### src/rtl/fifo_drain_display_if.sv
// Bundle between the drain/display block and its FIFO, pause control and board outputs.
// master = drain block, slave = FIFO/board side.
interface fifo_drain_display_if #(
  parameter int CNT_W = 8
);
  logic             empty;
  logic [3:0]       fifo_out;
  logic             pause;
  logic             pop;
  logic [6:0]       seg;
  logic             valid;
  logic             busy;
  logic [CNT_W-1:0] cnt;

  modport master (
    input  empty, fifo_out, pause,
    output pop, seg, valid, busy, cnt
  );

  modport slave (
    output empty, fifo_out, pause,
    input  pop, seg, valid, busy, cnt
  );
endinterface

### src/rtl/fifo_drain_display.sv
// Pops a 4-bit FIFO one entry at a time and shows each nibble on a 7-segment display for HOLD cycles.
// HOLD must be 1..255. Define DRAIN_HEX_EN for full A..F glyphs; otherwise A..F show a dash.
module fifo_drain_display #(
  parameter int HOLD  = 4,
  parameter int CNT_W = 8
) (
  input  logic                 clk,
  input  logic                 rst,
  fifo_drain_display_if.master bus
);

  typedef enum logic [1:0] {
    IDLE  = 2'd0,
    POP   = 2'd1,
    LATCH = 2'd2,
    SHOW  = 2'd3
  } state_t;

  localparam logic [7:0] HOLD_LOAD = 8'(HOLD - 1);

  state_t           state_q, state_d;
  logic [7:0]       hold_q,  hold_d;
  logic [3:0]       disp_q,  disp_d;
  logic             valid_q, valid_d;
  logic [CNT_W-1:0] cnt_q,   cnt_d;

  function automatic logic [6:0] decode(input logic [3:0] v);
    logic [6:0] s;
    case (v)
      4'h0:    s = 7'h3F;
      4'h1:    s = 7'h06;
      4'h2:    s = 7'h5B;
      4'h3:    s = 7'h4F;
      4'h4:    s = 7'h66;
      4'h5:    s = 7'h6D;
      4'h6:    s = 7'h7D;
      4'h7:    s = 7'h07;
      4'h8:    s = 7'h7F;
      4'h9:    s = 7'h6F;
`ifdef DRAIN_HEX_EN
      4'hA:    s = 7'h77;
      4'hB:    s = 7'h7C;
      4'hC:    s = 7'h39;
      4'hD:    s = 7'h5E;
      4'hE:    s = 7'h79;
      default: s = 7'h71;
`else
      default: s = 7'h40;
`endif
    endcase
    return s;
  endfunction

  always_ff @(posedge clk or negedge rst) begin
    if (!rst) begin
      state_q <= IDLE;
      hold_q  <= '0;
      disp_q  <= '0;
      valid_q <= 1'b0;
      cnt_q   <= '0;
    end else begin
      state_q <= state_d;
      hold_q  <= hold_d;
      disp_q  <= disp_d;
      valid_q <= valid_d;
      cnt_q   <= cnt_d;
    end
  end

  always_comb begin
    state_d = state_q;
    hold_d  = hold_q;
    disp_d  = disp_q;
    valid_d = valid_q;
    cnt_d   = cnt_q;
    case (state_q)
      IDLE: begin
        if (!bus.empty) state_d = POP;
      end
      POP: begin
        state_d = LATCH;
      end
      LATCH: begin
        // FIFO read data is registered, so it is valid only now, one cycle after the pop pulse.
        disp_d  = bus.fifo_out;
        valid_d = 1'b1;
        cnt_d   = cnt_q + 1'b1;
        hold_d  = HOLD_LOAD;
        state_d = SHOW;
      end
      SHOW: begin
        if (bus.pause) begin
          hold_d = hold_q;
        end else if (hold_q != 8'd0) begin
          hold_d = hold_q - 8'd1;
        end else begin
          state_d = bus.empty ? IDLE : POP;
        end
      end
      default: state_d = IDLE;
    endcase
  end

  // Blank until the first value is latched; afterwards the last value stays lit through IDLE.
  assign bus.seg   = valid_q ? decode(disp_q) : 7'h00;
  assign bus.valid = valid_q;
  assign bus.pop   = (state_q == POP);
  assign bus.busy  = (state_q != IDLE);
  assign bus.cnt   = cnt_q;

endmodule

### src/flat_wrapper.sv
// flat-port wrapper written by rule: the top's interface ports become plain ports
module fifo_drain_display_flat 
#(
  parameter int HOLD  = 4,
  parameter int CNT_W = 8
)
  (clk, rst, bus_empty, bus_fifo_out, bus_pause, bus_pop, bus_seg, bus_valid, bus_busy, bus_cnt);
  fifo_drain_display_if #(.CNT_W(CNT_W)) bus_i ();
  input  logic clk;
  input  logic rst;
  input wire logic [$bits(bus_i.empty)-1:0] bus_empty;
  input wire logic [$bits(bus_i.fifo_out)-1:0] bus_fifo_out;
  input wire logic [$bits(bus_i.pause)-1:0] bus_pause;
  output wire logic [$bits(bus_i.pop)-1:0] bus_pop;
  output wire logic [$bits(bus_i.seg)-1:0] bus_seg;
  output wire logic [$bits(bus_i.valid)-1:0] bus_valid;
  output wire logic [$bits(bus_i.busy)-1:0] bus_busy;
  output wire logic [$bits(bus_i.cnt)-1:0] bus_cnt;
  assign bus_i.empty = bus_empty;
  assign bus_i.fifo_out = bus_fifo_out;
  assign bus_i.pause = bus_pause;
  assign bus_pop = bus_i.pop;
  assign bus_seg = bus_i.seg;
  assign bus_valid = bus_i.valid;
  assign bus_busy = bus_i.busy;
  assign bus_cnt = bus_i.cnt;
  fifo_drain_display #(.HOLD(HOLD), .CNT_W(CNT_W)) u_core (.clk(clk), .rst(rst), .bus(bus_i));
endmodule
### config.mk
export PLATFORM = sky130hd
export DESIGN_NAME = fifo_drain_display_flat
export DESIGN_NICKNAME = d
export VERILOG_FILES = /design/src/rtl/fifo_drain_display_if.sv /design/src/rtl/fifo_drain_display.sv /design/src/flat_wrapper.sv
export SDC_FILE = /design/constraint.sdc
export NUM_CORES = 1
export LEC_CHECK = 0
export BUFFER_PORTS_ARGS = -buffer_cell sky130_fd_sc_hd__buf_2
export CORE_MARGIN = 1.5
export CORE_UTILIZATION = 45
export DETAILED_ROUTE_END_ITERATION = 10
export PLACE_DENSITY = 0.78
export SYNTH_ARGS = -nofsm -noshare
export SYNTH_HDL_FRONTEND = slang
export SYNTH_SLANG_ARGS = --single-unit
### constraint.sdc
create_clock -name clk -period 2 [get_ports clk]
set_clock_uncertainty 0.1 [all_clocks]
set_input_delay 0.1 -clock clk [delete_from_list [all_inputs] [get_ports clk]]
set_output_delay 0.1 -clock clk [all_outputs]
set_load 0.1 [all_outputs]
==> reports/metrics.cfg <==
[floorplanning]
die_h_um = 59.8
start_util = 0.476
die_area_um2 = 3580
core_area_um2 = 3050
fp-row-count = 20
die_w_um = 59.8
num_io_pins = 26

[placed_design]
gp_congestion = 0.805
dp_slack_ps = 146
portBuffers = 25
dpl.hpwl_mm = 2.18

[drt]
vias_per_cell = 5.31
met2_length_mm = 1.58
drtIter0Drc = 59
top_layer = met4
dr_total_vias = 1201
wl_met1_mm = 1.28
wl_per_cell_um = 13.1
drt_pass1_iterations = 4
antenna_left = 0
routed_wl_mm = 2.96
wl_met3_um = 84
route.detailed.drc = 0

[sta]
clock.fmax_mhz = 532
fin_crit_ps = 1880
final_hold_viol_count = 0
tightestPinTransition_ps = 477
drv_slew = 0
final.period_utilization = 0.940
rsz0062_at_grt = no
finalSetupViolCount = 0
maxSlewHeadroom = 0.679
fin_ws_ps = 120

[logic_synthesis]
ys.warnings.count = 0
synth_top_family_by_area = simple AND/OR/NAND/NOR gates
synth-adder-area-share = 0.112
synth_ff_type = dfrtp_1
synth_top_cell_by_area = dfrtp_1
synth_fp_nets = 167
synth_top_area_frac = 0.396
synth_edf_count = 0
synth.avg_cell_area_um2 = 9.95
ys_seq_elements = 23
synthTopCellsByArea = dfrtp_1, ha_1, a21oi_1, mux2i_1, inv_1
yosys.area_share.simple = 0.214
synth_cell_types = 42
synth_mux_area_frac = 0.0508
ys_async_sr_fraction = 1.00
synth-compound-area-share = 0.148
seq_area_frac_synth = 0.396
synth_area_um2 = 1450
synth_cells = 146
synth-xor-area-share = 0.0422

[status]
outcome = finished, final reports clean

[global_routing]
grt-ovfl-total = 0
gr-usage-all-layers = 0.176
antenna_found_initial = 0
grt_pass1_vias = 1145
grt_max_degree = 24
grt_pass1_wl_mm = 4.85

[min_path]
hold_end = u_core.state_q[1]
whs_path_depth = 4
holdCritStartpoint = bus_empty
hold_path_class = in -> reg

[final_layout]
area_growth_pct = 25.1
final.fill_count = 261
drive_gt1_frac = 0.291
antenna_cells = 0
fin_nets = 204

[critical_path]
path_class = reg -> reg
arrival_ps = 2020
cp-start-kind = flip-flop
critPathMaxStageDelay_ps = 430
rr_startpoint = u_core.hold_q[0]
cp_slowest_cell = dfrtp_1
r2r-end = u_core.hold_q[0]
endpoint_kind = flip-flop
crit_fanout = 4
r2r_cells = 5
path_cells = inv_1 > ha_1 > or3b_1 > o311ai_2 > mux2i_1
worstPathRequired_ps = 2140
rrSetupSlack_ps = 120

[cts]
numCtsBuffers = 3
clock_latency_ps = 310
clkTransAtPathRegs_ps = 120
cts_tree = done
clock_sinks = 23
max-clock-path-buffers = 2
htreeDepth = 1
cts-root-buf = clkbuf_4

[run]
drv_cap = 0

[flip-flops by register name, summed over array words and instances (netlist names)]
name / flops
u_core.disp_q: 4
u_core.state_q: 2
u_core.bus.valid: 1
u_core.bus.cnt: 8
u_core.hold_q: 8
[per-layer routing]
layer / global-route usage / up-vias
li1: - / 598
met3: 0.0238 / 2
met1: 0.208 / 575
met4: 0.0540 / 0
met5: 0 / -
met2: 0.325 / 26
[worst max path at each step]
stage / slack [ps] / to / start
floorplan: -30 / bus_seg[1] / u_core.bus.valid
global placement: 220 / u_core.hold_q[5] / u_core.state_q[1]
detailed placement: 150 / u_core.hold_q[0] / u_core.hold_q[0]
CTS: 20 / bus_seg[6] / u_core.disp_q[1]
global route: 20 / u_core.hold_q[1] / u_core.hold_q[0]
finish: 120 / u_core.hold_q[0] / u_core.hold_q[0]
[what timing repair did]
| action | in CTS | in global routing |
|---|---|---|
| resized for setup | 5 | 9 |
| hold endpoints to repair | 27 | 0 |
| endpoints found under the setup margin | 6 | 7 |
| hold buffers | 5 | 0 |
| pin swaps | 2 | 2 |
| buffers inserted | 2 | 1 |
[final cells by class]
type,count,area (µm²),share of cell area
clock buffers,3,22.5,0.0124
clock inverters,1,5.00,0.00275
inverters,10,37.5,0.0207
multi-input cells,109,847,0.466
flip-flops and latches,23,576,0.317
well taps,44,55.1,0.0303
repair buffers,36,274,0.151
[cells by family (layout without fill, tap and decap cells)]
group           Yosys count  in the layout
xor+xnor                  7              7
flops                    23             23
mux                       7              7
compound gates           29             29
fa+ha+maj                13             13
buf+inv                  14             50
simple gates             53             53
[synth_stat cells, drive strengths merged (4+ instances only)]
cell type,count
o311ai,4
a21oi,8
xnor2,4
nand2b,4
o21a,5
nand4,6
or2,6
nor2,8
nand2,7
dfrtp,23
mux2i,4
ha,13
inv,10
[through the flow]
step	TNS [ps]	instance area (µm²)	hold slack (ps)	cells	utilization
finish	0	1820	62.4	226	0.595
CTS	0	1780	52.1	225	0.582
global placement	0	1670	-3.24	214	0.548
floorplan	-104	1460	-296	146	-
global route	0	1820	72.3	226	0.595
detailed placement	0	1670	-0.576	214	0.548
[worst max-delay path, delay by kind of cell, from the launching register on]
family / cells / cell delay, ps
flops: 1 / 430
simple gates: 1 / 410
compound gates: 1 / 380
mux: 1 / 230
fa+ha+maj: 1 / 170
buf+inv: 1 / 100
[cell usage in the layout (no fill, tap or decap), drive strengths merged, types with 6 or more instances in the layout]
| master | synthesis | routed |
|---|---|---|
| buf | 1 | 29 |
| dfrtp | 23 | 23 |
| ha | 13 | 13 |
| inv | 10 | 10 |
| nor2 | 8 | 8 |
| a21oi | 8 | 8 |
| nand2 | 7 | 7 |
| nand4 | 6 | 6 |
| or2 | 6 | 6 |
Power is left out: the tool's default activity adds up to more than one toggle a clock period on the data nets, which glitch-free logic cannot reach.
